`config.mk`:
```
export PLATFORM = sky130hd
export DESIGN_NAME = alu16_seq_ctrl
export DESIGN_NICKNAME = d
export VERILOG_FILES = /design/src/rtl/alu16_seq_ctrl.sv
export SDC_FILE = /design/constraint.sdc
export NUM_CORES = 1
export LEC_CHECK = 0
export ABC_AREA = 1
export BUFFER_PORTS_ARGS = -buffer_cell sky130_fd_sc_hd__buf_4
export CORE_ASPECT_RATIO = 0.6
export CORE_MARGIN = 4
export CORE_UTILIZATION = 45
export DETAILED_ROUTE_END_ITERATION = 8
export HOLD_SLACK_MARGIN = 0.1
export PLACE_DENSITY = 0.77
export REMOVE_ABC_BUFFERS = 1
export SLEW_MARGIN = 0
export SYNTH_ARGS = -nofsm -noshare
export SYNTH_HDL_FRONTEND = slang
export SYNTH_SLANG_ARGS = --single-unit
```
`constraint.sdc`:
```
create_clock -name clk -period 2.57 [get_ports clk]
set_input_delay 0.514 -clock clk [delete_from_list [all_inputs] [get_ports clk]]
set_output_delay 0.514 -clock clk [all_outputs]
set_load 0.01 [all_outputs]
```
`src/rtl/alu16_seq_ctrl.sv`:
```
// rtl/alu16_seq_ctrl.sv - multi-cycle regfile/ALU instruction sequencer; optional overflow trap via ALU_OVF_TRAP_EN
module alu16_seq_ctrl #(
    parameter int DATA_W = 16,
    parameter int ADDR_W = 4,
    parameter int OP_W   = 4
) (
    input  logic              clk,
    input  logic              rst_n,
    input  logic              instr_valid,
    output logic              instr_ready,
    input  logic [OP_W-1:0]   instr_op,
    input  logic [ADDR_W-1:0] instr_rd,
    input  logic [ADDR_W-1:0] instr_ra,
    input  logic [ADDR_W-1:0] instr_rb,
    output logic [ADDR_W-1:0] rf_raddr_a,
    output logic [ADDR_W-1:0] rf_raddr_b,
    input  logic [DATA_W-1:0] rf_rdata_a,
    input  logic [DATA_W-1:0] rf_rdata_b,
    output logic              rf_we,
    output logic [ADDR_W-1:0] rf_waddr,
    output logic [DATA_W-1:0] rf_wdata,
    output logic [DATA_W-1:0] alu_a,
    output logic [DATA_W-1:0] alu_b,
    output logic [OP_W-1:0]   alu_sel,
    input  logic [DATA_W-1:0] alu_out,
    input  logic              alu_n,
    input  logic              alu_l,
    input  logic              alu_z,
    input  logic              alu_c,
    input  logic              alu_f,
    output logic [4:0]        flags,
    output logic              done,
    output logic              busy,
    output logic              op_err,
    output logic              ovf_trap
);

    typedef enum logic [2:0] {
        S_IDLE = 3'd0,
        S_READ = 3'd1,
        S_EXEC = 3'd2,
        S_WB   = 3'd3,
        S_ERR  = 3'd4
    } state_t;

    function automatic logic op_is_legal(input logic [OP_W-1:0] op);
        logic legal;
        case (op)
            OP_W'(4'h0), OP_W'(4'h2), OP_W'(4'h4), OP_W'(4'h5),
            OP_W'(4'h7), OP_W'(4'h8), OP_W'(4'hA): legal = 1'b1;
            default:                               legal = 1'b0;
        endcase
        return legal;
    endfunction

    state_t              state_q, state_d;
    logic [OP_W-1:0]     op_q, op_d;
    logic [ADDR_W-1:0]   rd_q, rd_d;
    logic                instr_ready_q, instr_ready_d;
    logic                busy_q, busy_d;
    logic                done_q, done_d;
    logic                op_err_q, op_err_d;
    logic                ovf_trap_q, ovf_trap_d;
    logic                rf_we_q, rf_we_d;
    logic [ADDR_W-1:0]   rf_raddr_a_q, rf_raddr_a_d;
    logic [ADDR_W-1:0]   rf_raddr_b_q, rf_raddr_b_d;
    logic [ADDR_W-1:0]   rf_waddr_q, rf_waddr_d;
    logic [DATA_W-1:0]   rf_wdata_q, rf_wdata_d;
    logic [DATA_W-1:0]   alu_a_q, alu_a_d;
    logic [DATA_W-1:0]   alu_b_q, alu_b_d;
    logic [OP_W-1:0]     alu_sel_q, alu_sel_d;
    logic [4:0]          flags_q, flags_d;

`ifdef ALU_OVF_TRAP_EN
    logic op_is_addsub;
    assign op_is_addsub = (op_q == OP_W'(4'h4)) || (op_q == OP_W'(4'h5));
`endif

    // Next-state and registered-output computation; rf_wdata_q doubles as the latched ALU result
    always_comb begin
        state_d       = state_q;
        op_d          = op_q;
        rd_d          = rd_q;
        instr_ready_d = instr_ready_q;
        busy_d        = busy_q;
        done_d        = 1'b0;
        op_err_d      = 1'b0;
        ovf_trap_d    = 1'b0;
        rf_we_d       = 1'b0;
        rf_raddr_a_d  = rf_raddr_a_q;
        rf_raddr_b_d  = rf_raddr_b_q;
        rf_waddr_d    = rf_waddr_q;
        rf_wdata_d    = rf_wdata_q;
        alu_a_d       = alu_a_q;
        alu_b_d       = alu_b_q;
        alu_sel_d     = alu_sel_q;
        flags_d       = flags_q;
        case (state_q)
            S_IDLE: begin
                if (instr_valid) begin
                    op_d          = instr_op;
                    rd_d          = instr_rd;
                    rf_raddr_a_d  = instr_ra;
                    rf_raddr_b_d  = instr_rb;
                    instr_ready_d = 1'b0;
                    busy_d        = 1'b1;
                    if (op_is_legal(instr_op)) begin
                        state_d = S_READ;
                    end else begin
                        state_d  = S_ERR;
                        op_err_d = 1'b1;
                        done_d   = 1'b1;
                    end
                end
            end
            S_READ: begin
                alu_a_d   = rf_rdata_a;
                alu_b_d   = rf_rdata_b;
                alu_sel_d = op_q;
                state_d   = S_EXEC;
            end
            S_EXEC: begin
                rf_wdata_d = alu_out;
                flags_d    = {alu_n, alu_l, alu_z, alu_c, alu_f};
                rf_waddr_d = rd_q;
                rf_we_d    = 1'b1;
                done_d     = 1'b1;
`ifdef ALU_OVF_TRAP_EN
                if (op_is_addsub && alu_c) begin
                    rf_we_d    = 1'b0;
                    ovf_trap_d = 1'b1;
                end
`endif
                state_d = S_WB;
            end
            S_WB, S_ERR: begin
                instr_ready_d = 1'b1;
                busy_d        = 1'b0;
                state_d       = S_IDLE;
            end
            default: begin
                instr_ready_d = 1'b1;
                busy_d        = 1'b0;
                state_d       = S_IDLE;
            end
        endcase
    end

    // State and output registers; reset discards any in-flight instruction
    always_ff @(posedge clk or negedge rst_n) begin
        if (!rst_n) begin
            state_q       <= S_IDLE;
            op_q          <= '0;
            rd_q          <= '0;
            instr_ready_q <= 1'b1;
            busy_q        <= 1'b0;
            done_q        <= 1'b0;
            op_err_q      <= 1'b0;
            ovf_trap_q    <= 1'b0;
            rf_we_q       <= 1'b0;
            rf_raddr_a_q  <= '0;
            rf_raddr_b_q  <= '0;
            rf_waddr_q    <= '0;
            rf_wdata_q    <= '0;
            alu_a_q       <= '0;
            alu_b_q       <= '0;
            alu_sel_q     <= '0;
            flags_q       <= '0;
        end else begin
            state_q       <= state_d;
            op_q          <= op_d;
            rd_q          <= rd_d;
            instr_ready_q <= instr_ready_d;
            busy_q        <= busy_d;
            done_q        <= done_d;
            op_err_q      <= op_err_d;
            ovf_trap_q    <= ovf_trap_d;
            rf_we_q       <= rf_we_d;
            rf_raddr_a_q  <= rf_raddr_a_d;
            rf_raddr_b_q  <= rf_raddr_b_d;
            rf_waddr_q    <= rf_waddr_d;
            rf_wdata_q    <= rf_wdata_d;
            alu_a_q       <= alu_a_d;
            alu_b_q       <= alu_b_d;
            alu_sel_q     <= alu_sel_d;
            flags_q       <= flags_d;
        end
    end

    assign instr_ready = instr_ready_q;
    assign busy        = busy_q;
    assign done        = done_q;
    assign op_err      = op_err_q;
    assign ovf_trap    = ovf_trap_q;
    assign rf_we       = rf_we_q;
    assign rf_raddr_a  = rf_raddr_a_q;
    assign rf_raddr_b  = rf_raddr_b_q;
    assign rf_waddr    = rf_waddr_q;
    assign rf_wdata    = rf_wdata_q;
    assign alu_a       = alu_a_q;
    assign alu_b       = alu_b_q;
    assign alu_sel     = alu_sel_q;
    assign flags       = flags_q;

endmodule

```
* Word-level counts from Yosys, hierarchy flattened
Cells that the tools add are included.
** Storage, ports and cells
- Flip-flop bits (word level) :: 85
- Input bits :: 72
** Operators by class
- Eq/ne operators :: 9
- Multiplexer cells :: 15
- Bitwise gates (word level) :: 1
- Reduce and logical (&&, ||, !) cells :: 6
** Operator list (count)
- 4-bit by 3-bit equality test with 1-bit output (second input constant) :: 3
- 1-bit two-way mux :: 9
- 3-bit case mux with 3 select lines :: 1
- 4-bit equality test (second input constant) :: 2
- 7-bit OR reduction :: 1
- 3-bit two-way mux :: 2
- 1-bit case mux with 2 select lines :: 3
- 4-bit by 2-bit equality test with 1-bit output (second input constant) :: 1
- 4-bit zero test :: 1
- 2-bit AND reduction :: 2
- 3-bit by 1-bit equality test with 1-bit output (second input constant) :: 1
- 3-bit by 2-bit equality test with 1-bit output (second input constant) :: 1
- 3-bit zero test :: 1
- 2-bit != test (second input constant) :: 1
- 2-bit OR reduction :: 1
- 1-bit NOT :: 1

* Longest topological paths before layout
- Word-level depth :: 8
- Mapped depth :: 6
- Gate-level depth less buffers :: 6

* Least setup slack after synthesis
No wires, ideal clock.
- Path kind :: register to register
- From :: reg state_q[2]
- To :: reg alu_a_q[10] (netlist: alu_a[10])
- Arrival time :: 0.964 ns
- Slack :: 1.474 ns
- Stages on the path, launching flop included :: 6
- Path buffers :: 2
- Clock period less this slack :: 1.096 ns
- Path through :: dfrtp_1 > nand3b_1 > buf_6 > buf_6 > nand2_1 > o21ai_0
** On the way
- Cells in the longest elaborated chain, start to end :: 1
** RTL lines
- from (decl) :: line 56 : state_t state_q, state_d;
- from (signal assigned) :: line 170 : state_q <= state_d;
- 3-bit by 1-bit equality test with 1-bit output :: line 98 : case (state_q)
- to (signal assigned) :: line 183 : alu_a_q <= alu_a_d;
- to (decl) :: line 69 : logic [DATA_W-1:0] alu_a_q, alu_a_d;
No other way between the ends.
A chain may end at the register's enable or synchronous reset.

* Worst setup path after layout
- From :: reg state_q[0]
- To :: reg rf_wdata_q[15] (netlist: rf_wdata[15])
** On the way
- Cells in the longest elaborated chain, start to end :: 1
** RTL lines
- 3-bit by 2-bit equality test with 1-bit output :: line 98
- to (signal assigned) :: line 182 : rf_wdata_q <= rf_wdata_d;
- to (decl) :: line 68 : logic [DATA_W-1:0] rf_wdata_q, rf_wdata_d;
No other way between the ends.

==> reports/results.txt <==
Result of the run -> finished clean
Gate Count Post-Synth -> 354
Buffers added on ports -> 145
Register bit total from synthesis -> 85
Most common cell in the netlist -> nand2_1
Critical Path RT -> 2.83 ns
Net Sw Power -> 2120 uW
Die area -> 8840 um^2
Async set-reset flop share out of synthesis -> 1.00
Routed WL per cell -> 13.3 um
DP Cell Count -> 574
Area Overhead vs Synth -> 42.5%
TritonCTS clock tree -> done
Number of diodes -> 0
Pint -> 3970 uW
Hpwl dp -> 5720 um
Post-synth top area share -> 0.635
Finished Layout Cells -> 589
R2R Setup Slk -> 0.90 ns
Min-delay worst type -> in -> async
TritonRoute pass-1 iters -> 4
Post-layout min period -> 1.67 ns
Largest area contributor in the netlist -> dfrtp_1
Antenna-violating nets left -> 0
DR vias/cell -> 4.55
R2r startpoint -> state_q[0]
Die W -> 119 um
DR vias -> 2681
Final Cycle Share -> 0.649
Overall routing resource usage -> 0.185
Synth Flop Type -> dfrtp_1
Post-route worst setup slack -> 0.902 ns
Largest cells by area after synthesis -> dfrtp_1 (63%), nand2_1 (14%), o21ai_1 (6.8%)
Cts bufs inserted -> 9
FMAX -> 599 MHz
Grt total ovfl -> 0
RD Place Congestion -> 0.839
Synth cell types -> 19
Skew final -> 0.00949 ns
Total negative slack -> 0 ns
Drt first-iter violations -> 263
Hold WS -> 0.172 ns
Clk slew on worst S/H paths -> 0.06 ns
Antenna violations before repair -> 0
Syn avg cell area -> 9.36 um^2
Pwr Density -> 1290 nW/um^2
Worst-path fanout max -> 33
Worst setup EP type -> register
Die H -> 74.5 um
CP Class -> reg -> reg
Combinational power share -> 0.394
Hold_buf cts -> 0
First-pass GRT wire length -> 12900 um
Cell area after synthesis -> 3310 um^2
Sequential area share after synthesis -> 0.643
Initial Utilization -> 0.480
WL final -> 7830 um
Clock power share -> 0.219
Post-CTS setup buffers -> 0
Worst Setup Start Kind -> register
CTS root buf -> clkbuf_16
FF-to-FF path depth -> 5
Sequential share of power -> 0.388
Slew Limit Fails -> 0
Max-slew headroom -> 0.607
Peak supply drop -> 536 uV
Worst-margin pin slew -> 0.588 ns
WP data arrival -> 1.93 ns
Worst skew pair latency -> 0.33 ns
Leakage Power -> 0.00268 uW
Sw Ratio -> 0.348
# IOs -> 147
Top post-synthesis cells by count -> nand2_1 (126), dfrtp_1 (84), inv_1 (51)
Layout cell share with drive strength beyond 1 -> 0.337
Number of max-cap violations -> 0
Core Area -> 6910 um^2
Setup violations, final -> 0
Largest net degree at the start of global routing -> 45
Number of global-route vias before repair -> 2622
Post-CTS sizing -> 0
RSZ-0062 raised after global routing -> false
Fin. Hold Viols -> 0
Fin nets -> 570
Htree depth -> 3
Pre-CTS setup slack -> 0.883 ns
Number of synthesized flops with an enable pin -> 0
FP Rows -> 23
Longest Clk Path Bufs -> 2
Yosys warning count -> 0
Post-route DRC violation count -> 0
FF-to-FF End -> rf_wdata[15]
CTS Sinks -> 85
[power by group through the flow]
stage	Clock (uW)	Combinational, uW	Sequential, uW
2_1_floorplan	0	919	2590
3_3_place_gp	0	2370	2360
3_5_place_dp	0	2440	2370
4_1_cts	1360	2450	2360
5_1_grt	1420	2700	2450
6_report	1330	2400	2360
[state kept, by name, summed over array words and instances (netlist names)]
signal,flops
alu_a,16
alu_b,16
rf_wdata,16
flags,5
alu_sel,4
op_q,4
rd_q,4
rf_raddr_a,4
rf_raddr_b,4
rf_waddr,4
state_q,3
busy,1
done,1
instr_ready,1
op_err,1
rf_we,1
[worst max path at each step]
stage	startpoint	end	slack (ns)	cells past startpoint
global placement	state_q[0]	rf_wdata[2]	0.96	5
global route	state_q[0]	rf_wdata[14]	0.67	5
CTS	state_q[0]	rf_wdata[15]	0.88	5
floorplan	state_q[2]	busy	0.22	4
detailed placement	state_q[0]	rf_wdata[15]	0.88	5
finish	state_q[0]	rf_wdata[15]	0.90	5
[critical path: stages (launching register included)]
cell,delay (ns)
dfrtp_1,0.42
nor2_4,0.19
nand2_2,0.37
inv_2,0.45
nand2_1,0.10
nand2_1,0.08
[metal layers]
| metal | routed length [um] | global-route usage | up-vias |
|---|---|---|---|
| met5 | 0 | 0 | - |
| met2 | 3390 | 0.281 | 122 |
| met1 | 3540 | 0.246 | 1194 |
| met3 | 855 | 0.0881 | 5 |
| met4 | 46 | 0.0424 | 0 |
| li1 | - | - | 1360 |
[stage by stage]
step / total power [uW] / instance area, um^2 / utilization
global route: 6560 / 4720 / 0.683
detailed placement: 4810 / 4410 / 0.639
global placement: 4730 / 4410 / 0.639
CTS: 6170 / 4720 / 0.683
finish: 6090 / 4720 / 0.683
floorplan: 3510 / 3180 / -
[cells in the final DEF (no fill, tap or decap)]
cell / instances
buf_4: 150
nand2_1: 126
dfrtp_1: 84
inv_1: 51
o21ai_1: 45
clkbuf_16: 9
nor2_1: 8
o21ai_0: 6
a21oi_1: 6
nand3_1: 3
inv_2: 2
clkbuf_1: 2
bufinv_16: 2
nor2_4: 1
nand2_2: 1
nand3_4: 1
nand3b_1: 1
conb_1: 1
clkinv_4: 1
clkinv_2: 1
dfstp_2: 1
[layout make-up]
class / count / area, um^2
Clock buffer: 11 / 233
Inverter: 53 / 199
Multi-Input combinational cell: 199 / 850
Clock inverter: 4 / 73.8
Tap cell: 87 / 109
Fill cell: 534 / 2190
Timing Repair Buffer: 150 / 1130
Sequential cell: 85 / 2130
[logic make-up after synthesis]
group | share of synthesized area
AO/OA/AOI/OAI | 0.0861
AND/OR/NAND/NOR | 0.169
other | 0.00113
buffers and inverters | 0.101
flip-flops | 0.643
No activity file was read; power rests on OpenSTA's default activity.
